[src/rtl/dbus_pkg.sv]
// Shared types for the dbus receive path.
package dbus_pkg;

    localparam int DBUS_W = 64;

    typedef enum logic {
        DBUS_RX_IDLE,
        DBUS_RX_BURST
    } dbus_rx_state_e;

    typedef struct packed {
        logic              last;
        logic [DBUS_W-1:0] data;
    } dbus_entry_t;

endpackage

[src/rtl/dbus_rx_fifo.sv]
// First-word-fall-through beat buffer for the dbus receiver.
module dbus_rx_fifo
    import dbus_pkg::*;
#(
    parameter int DEPTH = 4,
    localparam int AW = $clog2(DEPTH),
    localparam int CW = $clog2(DEPTH + 1)
) (
    input  logic          clk,
    input  logic          reset,
    input  logic          push,
    input  dbus_entry_t   wr_entry,
    input  logic          pop,
    output dbus_entry_t   rd_entry,
    output logic [CW-1:0] count,
    output logic          full,
    output logic          empty
);

    dbus_entry_t   mem [DEPTH];
    logic [AW-1:0] wr_ptr;
    logic [AW-1:0] rd_ptr;
    logic          push_ok;
    logic          pop_ok;

    assign full    = (count == CW'(DEPTH));
    assign empty   = (count == '0);
    assign push_ok = push & ~full;
    assign pop_ok  = pop & ~empty;

    // Head is forced to zero when empty so outputs are defined out of reset.
    assign rd_entry = empty ? '0 : mem[rd_ptr];

    always_ff @(posedge clk) begin
        if (push_ok) begin
            mem[wr_ptr] <= wr_entry;
        end
    end

    always_ff @(posedge clk) begin
        if (reset) begin
            wr_ptr <= '0;
            rd_ptr <= '0;
            count  <= '0;
        end else begin
            if (push_ok) begin
                wr_ptr <= wr_ptr + AW'(1);
            end
            if (pop_ok) begin
                rd_ptr <= rd_ptr + AW'(1);
            end
            count <= count + CW'(push_ok) - CW'(pop_ok);
        end
    end

endmodule

[src/rtl/dbus_receiver.sv]
// Receive side of the shared dbus: sampling, buffering, back-pressure,
// burst framing and overflow reporting.
module dbus_receiver
    import dbus_pkg::*;
#(
    parameter int DEPTH = 4,
    parameter int LEN_W = 16
) (
    input  logic              clk,
    input  logic              reset,
    input  logic [DBUS_W-1:0] dbus_data,
    input  logic              dbus_valid,
    input  logic              dbus_last,
    output logic              dbus_stall,
    output logic [DBUS_W-1:0] rd_data,
    output logic              rd_last,
    output logic              rd_valid,
    input  logic              rd_ready,
    output logic              burst_done,
    output logic [LEN_W-1:0]  burst_len,
    output logic              err_ovf,
    input  logic              err_clr
);

    localparam int CW = $clog2(DEPTH + 1);

    dbus_entry_t    wr_entry;
    dbus_entry_t    rd_entry;
    logic [CW-1:0]  count;
    logic [CW-1:0]  count_next;
    logic           full;
    logic           empty;
    logic           push;
    logic           pop;

    dbus_rx_state_e state;
    dbus_rx_state_e state_n;
    logic [LEN_W-1:0] cnt;
    logic [LEN_W-1:0] cnt_n;
    logic [LEN_W-1:0] len_n;
    logic             done_n;

    function automatic logic [LEN_W-1:0] sat_inc(input logic [LEN_W-1:0] v);
        return (&v) ? v : v + LEN_W'(1);
    endfunction

    assign push     = dbus_valid & ~dbus_stall;
    assign pop      = rd_valid & rd_ready;
    assign wr_entry = '{last: dbus_last, data: dbus_data};

    dbus_rx_fifo #(
        .DEPTH (DEPTH)
    ) u_fifo (
        .clk      (clk),
        .reset    (reset),
        .push     (push),
        .wr_entry (wr_entry),
        .pop      (pop),
        .rd_entry (rd_entry),
        .count    (count),
        .full     (full),
        .empty    (empty)
    );

    assign rd_valid   = ~empty;
    assign rd_data    = rd_entry.data;
    assign rd_last    = rd_entry.last;
    assign count_next = count + CW'(push) - CW'(pop);

    always_ff @(posedge clk) begin
        if (reset) begin
            dbus_stall <= 1'b0;
            err_ovf    <= 1'b0;
        end else begin
            dbus_stall <= (count_next == CW'(DEPTH));
            if (err_clr) begin
                err_ovf <= 1'b0;
            end else if (dbus_valid && dbus_stall) begin
                err_ovf <= 1'b1;
            end
        end
    end

    // Dropped beats still frame the burst, so the FSM keys on dbus_valid.
    always_comb begin
        state_n = state;
        cnt_n   = cnt;
        len_n   = burst_len;
        done_n  = 1'b0;
        if (dbus_valid) begin
            unique case (state)
                DBUS_RX_IDLE: begin
                    if (dbus_last) begin
                        done_n = 1'b1;
                        len_n  = LEN_W'(1);
                    end else begin
                        state_n = DBUS_RX_BURST;
                        cnt_n   = LEN_W'(1);
                    end
                end
                DBUS_RX_BURST: begin
                    if (dbus_last) begin
                        state_n = DBUS_RX_IDLE;
                        done_n  = 1'b1;
                        len_n   = sat_inc(cnt);
                    end else begin
                        cnt_n = sat_inc(cnt);
                    end
                end
            endcase
        end
    end

    always_ff @(posedge clk) begin
        if (reset) begin
            state      <= DBUS_RX_IDLE;
            cnt        <= '0;
            burst_len  <= '0;
            burst_done <= 1'b0;
        end else begin
            state      <= state_n;
            cnt        <= cnt_n;
            burst_len  <= len_n;
            burst_done <= done_n;
        end
    end

endmodule

[config.mk]
export PLATFORM = sky130hd
export DESIGN_NAME = dbus_receiver
export DESIGN_NICKNAME = d
export VERILOG_FILES = /design/src/rtl/dbus_pkg.sv /design/src/rtl/dbus_rx_fifo.sv /design/src/rtl/dbus_receiver.sv
export SDC_FILE = /design/constraint.sdc
export NUM_CORES = 1
export LEC_CHECK = 0
export CORE_UTILIZATION = 55
export CTS_BUF_LIST = sky130_fd_sc_hd__clkbuf_8
export DETAILED_ROUTE_END_ITERATION = 6
export GPL_TIMING_DRIVEN = 0
export PLACE_DENSITY_LB_ADDON = 0.08
export SLEW_MARGIN = 20
export SYNTH_ARGS = -nofsm -noshare
export SYNTH_HDL_FRONTEND = slang
export SYNTH_SLANG_ARGS = --single-unit
[constraint.sdc]
create_clock -name clk -period 4.1 [get_ports clk]
set_input_delay 0.82 -clock clk [delete_from_list [all_inputs] [get_ports clk]]
set_output_delay 0.82 -clock clk [all_outputs]
set_load 0.005 [all_outputs]
* Word level (Yosys, flattened, before mapping)
Memory sizes are Yosys's and may differ from the RTL's. A register that Yosys moved wholly into a read port is not among the register bits. Cells that the tools add are included.
Operators by class: reductions and logical operators 7, equality and inequality tests 6, mux-type cells 14, bitwise gates (word level) 9, $add $sub $neg 7
Operators with widths (count):
- 16-bit two-way mux | 5
- 65-bit two-way mux | 1
- 16-bit case mux with 2 select lines | 2
- 16-bit by 1-bit adder with 16-bit output (second input constant) | 1
- 16-bit AND reduction | 1
- 2-bit inequality test (second input constant) | 4
- 3-bit by 1-bit adder with 3-bit output | 2
- 3-bit == test (second input constant) | 2
- 3-bit AND reduction | 2
- 3-bit by 1-bit subtractor with 3-bit output | 2
- 1-bit inverter | 5
- 2-bit by 1-bit adder with 2-bit output (second input constant) | 2
- 1-bit bitwise AND | 4
- 1-bit two-way mux | 4
- 2-bit two-way mux | 2
- 2-bit OR reduction | 2
- 3-bit zero test | 1
- 1-bit logical AND | 1
Storage, ports and cells: word-level logic and storage cells 53, bits of input ports 70, output and inout port bits 85, memory bits (writable) 260, memories kept 1, register bits 43
Memories:
- u_fifo.mem | depth 4, bits a word 65, rd ports 1, clocked after memory_dff 1, wr ports 1, RTL line dbus_rx_fifo.sv:20 | dbus_entry_t mem [DEPTH];

* Logic depth before layout (Yosys ltp)
word-level depth 6, mapped depth 8

* Cells and area by module
From an unflattened synthesis, not the netlist that was laid out.
Second synthesis, totals: cells, all modules 702, area total of the unflattened synthesis 12228.0 um2
Modules (own cells, without submodules):
- dbus_rx_fifo | cells an instance 462, times used 1, sequential area each 7987.7 um2, area an instance 10303.6 um2
- dbus_receiver | cells an instance 240, times used 1, sequential area each 720.7 um2, area an instance 1924.3 um2

* Worst setup path after synthesis
No wires, ideal clock.
path kind input-to-reg, from input port dbus_valid, to memory u_fifo.mem[1][0] in the netlist's numbering, enable pin, path buffers 1, data arrival time 3.102 ns, slack 0.568 ns, setup time 0.430 ns, required time 3.670 ns, stages on the path 4, cells stage by stage clkbuf_8 nor2b_1 a21boi_1 and2_1
Between the ends: cells in the longest elaborated chain, start to end 4
RTL lines:
- start: declaration | RTL line dbus_receiver.sv:12 | input logic dbus_valid,
- 1-bit bitwise AND | RTL line dbus_receiver.sv:47 | assign push = dbus_valid & ~dbus_stall;
- 1-bit bitwise AND | RTL line dbus_rx_fifo.sv:28 | assign push_ok = push & ~full;
- net u_fifo.push_ok | RTL line dbus_rx_fifo.sv:23 | logic push_ok;
- 1-bit two-way mux | RTL line dbus_rx_fifo.sv:35 | if (push_ok) begin
- 1-bit two-way mux (not written as such) | RTL line dbus_rx_fifo.sv:36 | mem[wr_ptr] <= wr_entry;
- end: declaration | RTL line dbus_rx_fifo.sv:20
The timed path passes the listed nets, and every way through them passes these cells.

==> reports/qor.log <==
[sta] final clock period utilization by the worst path 0.928
[worst_setup_path] largest fanout on the critical path 10
[finish] total non-filler cell area in the finished layout 15100 um^2
[finish] number of fillers in the final layout 1491
[global_routing] largest net degree at the start of global routing 38
[sta] slew at the pin closest to its max-slew limit 0.745 ns
[finish] Syn-to-layout area delta 23.0%
[synthesis] cell with the most instances after synthesis edfxtp_1
[run] maxcap violations 0
[global_routing] vias in the first global route 7359
[clock_tree] buffer levels on the longest clock path 3
[clock_tree] CTS tree yes
[finish] total area of sequential cells 8710 um^2
[pwr] internal power of the cells 6.64 mW
[clock_tree] worst-skew pair later-pin latency 0.55 ns
[global_routing] global route total overflow 0
[worst_setup_path] Req. time, crit path 3.28 ns
[sta] clk_skew 0.0135 ns
[global_routing] combined global-route utilization of all metal layers 0.226
[finish] # nets final 986
[global_routing] number of antenna violations at the first check in global routing 0
[floorplanning] core outline area 21900 um^2
[synthesis] synthesized area per cell 17.6 um^2
[worst_setup_path] Worst R2R End u_fifo.mem[1][2]
[place] Final GP Congestion 0.900
[place] DP HPWL 16100 um
[pwr] portion of total power attributed to the clock network 0.253
[clock_tree] Hold Buf Count CTS 0
[min_path] hold path endpoint burst_len[13]
[synthesis] largest area contributor in the netlist edfxtp_1
[sta] final number of setup-violating endpoints 0
[drt] DRC Markers 0
[sta] highest clock frequency the design can meet 0.263 GHz
[min_path] Worst Hold Path Cells 2
[synthesis] combined area of all synthesized cells 12300 um^2
[synthesis] proportion of register bits with asynchronous set or reset after synthesis 0
[synthesis] gate count of the mapped netlist 698
[synthesis] leading post-synthesis cells by cell area edfxtp_1 63%, mux4_2 12%, dfxtp_1 7.3%
[drt] antenna violation net count after detailed routing 0
[finish] antenna diode instance count 0
[status] outcome completed
[clock_tree] clock root buffer clkbuf_8
[synthesis] Post-synth EDFFs 260
[sta] Final Hold Fails 0
[clock_tree] number of clock buffers inserted by TritonCTS 49
[pwr] Sw Pwr 2.41 mW
[synthesis] largest family of logic cells by synthesized area multiplexers
[synthesis] net count after synthesis 779
[floorplanning] initial core utilization 0.562
[worst_setup_path] R2R depth 4
[worst_setup_path] class of the most critical setup path reg2out
[drt] first-pass detailed-route iteration total 4
[synthesis] Adder-Cell Fraction of Synth Area 0.0124
[place] PortBufs 152
[synthesis] Distinct cells, synth 60
[sta] relative max-transition margin 0.501
[pwr] static leakage 5.01 nW
[sta] crit path time final 3.81 ns
[floorplanning] Chip Height 152 um
[drt] total via count after detailed routing 6938
[drt] violation count after the first detailed-route iteration 370
[synthesis] fraction of the mapped netlist area in simple logic gates 0.0888
[worst_setup_path] signal arrival time at the worst endpoint 2.99 ns
[synthesis] Synth top area share 0.635
[floorplanning] die footprint 23000 um^2
[min_path] worst hold path startpoint burst_len[13]
[drt] detailed-route wire length per cell 20.5 um
[pwr] part of the total power dissipated in combinational logic 0.302
[clock_tree] depth of the CTS H-tree 2
[synthesis] warning count from the yosys run 0
[pwr] worst vdd ir 0.386 mV
[sta] setup repair after global routing missed its margin no
[clock_tree] cts repair resizes 0
[floorplanning] placement row count 54
[clock_tree] clk sink count 305
[synthesis] compound-gate portion of the synthesized area 0.0378
[floorplanning] width of the chip 152 um
[clock_tree] clock-pin slew reported for the worst setup and hold paths after clock tree synthesis 0.06 ns
[pwr] sw frac 0.266
[drt] vias per cell 5.70
[sta] Final WS setup 0.295 ns
[pwr] sequential fraction of design power 0.445
[clock_tree] Post-CTS Setup Inserts 0
[drt] detailed-route wire length 25000 um
[synthesis] top cell types by occurrence after synthesis 260 x edfxtp_1, 70 x and2_1, 65 x mux4_2, 45 x dfxtp_1, 28 x nand2_1
[synthesis] parity-gate share of the synthesized area counting xor and xnor cells 0.00855
[synthesis] portion of netlist area occupied by mux cells 0.121
[synthesis] sequential-to-total area share from yosys stat 0.708
[min_path] worst min-delay path category reg2reg
[worst_setup_path] Worst setup SP type flip-flop
[sta] count of final max-slew check failures 0
[worst_setup_path] kind of end point of the critical path output pin
[worst_setup_path] setup slack on the worst flop-to-flop path 1.73 ns
[synthesis] top flip-flop cell by instance count after synthesis edfxtp_1
[finish] share of post-route cells with drive strength above 1 0.184
[pwr] power density over the cells 598 nW/um^2
[place] post-placement worst setup slack 0.835 ns
[global_routing] wire length of the first global-routing pass 38800 um
[finish] Multi-input gate area 3320 um^2
[synthesis] number of flip-flops and latches in the synthesized netlist 305
[worst_setup_path] launch point of the worst reg-to-reg path u_fifo.count[1]
[place] placed standard-cell area 14300 um^2
[floorplanning] Boundary Pins 155
-- state kept, by name, summed over array words and instances (netlist names), 2 cells and up, named ones only --
signal and flops:
u_fifo.mem 260, u_fifo.count 3, u_fifo.wr_ptr 2, u_fifo.rd_ptr 2, burst_len 16, cnt 16
-- stage by stage --
| step | setup TNS (ns) | total power, mW | hold WS [ns] | utilization | instances |
|---|---|---|---|---|---|
| after floorplan | 0 | 5.52 | 0.445 | - | 698 |
| after global placement | -200.83 | 6.80 | 0.443 | 0.647 | 1130 |
| after detailed placement | 0 | 6.89 | 0.448 | 0.652 | 1134 |
| after CTS | 0 | 9.18 | 0.462 | 0.691 | 1217 |
| after global routing | 0 | 9.53 | 0.481 | 0.691 | 1217 |
| final | 0 | 9.05 | 0.451 | 0.691 | 1217 |
-- metal layers --
layer | vias up | GRT usage | routed length (um)
met3 | 54 | 0.0455 | 1370
met2 | 198 | 0.393 | 13000
met4 | 0 | 0.0847 | 663
met1 | 3504 | 0.281 | 9940
li1 | 3182 | - | -
met5 | - | 0 | 0
-- layout make-up --
type / instances / area share
Clock buffer: 54 / 0.0491
Clock inverter: 29 / 0.00769
Timing Repair Buffer: 156 / 0.106
Tap cell: 280 / 0.0232
Sequential cell: 305 / 0.576
Multi-Input combinational cell: 338 / 0.220
Buffer: 42 / 0.0154
Inverter: 13 / 0.00323
-- cell usage in the layout, fill, tap and decap left out, types with 4 or more instances in the layout --
cell type,synthesis,routed
or4_1,5,5
and4_1,5,5
and2_1,70,66
o21ai_0,18,18
inv_1,13,35
nand2_1,28,28
ha_1,9,9
nor2b_1,4,4
buf_4,4,4
clkdlybuf4s50_1,0,152
a31oi_1,4,4
nor2_1,19,19
and2_4,0,4
nand4_1,4,4
a21oi_1,10,10
buf_2,12,12
clkbuf_8,4,58
nand3_1,8,8
nor3_1,9,8
mux4_2,65,65
a31o_2,4,4
a211oi_1,4,4
o211ai_1,5,5
edfxtp_1,260,260
buf_12,0,4
xor2_1,5,5
clkbuf_1,18,18
and3_1,4,4
dfxtp_1,45,45
xnor2_1,7,7
clkinv_1,0,4
-- power by group through the flow --
stage | Sequential, mW | Combinational, mW | Clock, mW
finish | 4.03 | 2.73 | 2.29
CTS | 4.03 | 2.80 | 2.35
detailed placement | 4.10 | 2.79 | 0
floorplan | 4.08 | 1.45 | 0
global route | 4.07 | 2.99 | 2.47
global placement | 4.12 | 2.69 | 0
-- worst max-delay path, stage by stage, from the launching register on --
cell and delay (ns):
dfxtp_1 0.32, clkbuf_1 0.50, clkbuf_1 0.57, mux4_2 0.41, and2_1 0.18, clkdlybuf4s50_1 0.45
-- kinds of logic (layout without fill, tap and decap cells) --
group           after synthesis  after routing
buf+inv                      55            294
compound gates               68             68
flops                       305            305
simple gates                179            179
mux                          68             68
fa+ha+maj                    11             11
xor+xnor                     12             12
-- how the worst max path moves through the flow --
stage,start,endpoint,slack [ns],cells past startpoint
2_1_floorplan,dbus_valid,u_fifo.mem[1][0],0.57,4
3_3_place_gp,dbus_valid,u_fifo.mem[0][42],-0.80,4
3_5_place_dp,flip-flop,rd_data[34],0.84,5
4_1_cts,flip-flop,rd_data[34],0.21,5
5_1_grt,flip-flop,rd_data[14],0.1,5
6_report,flip-flop,rd_data[34],0.29,5
(Power assumes the default switching activity.)
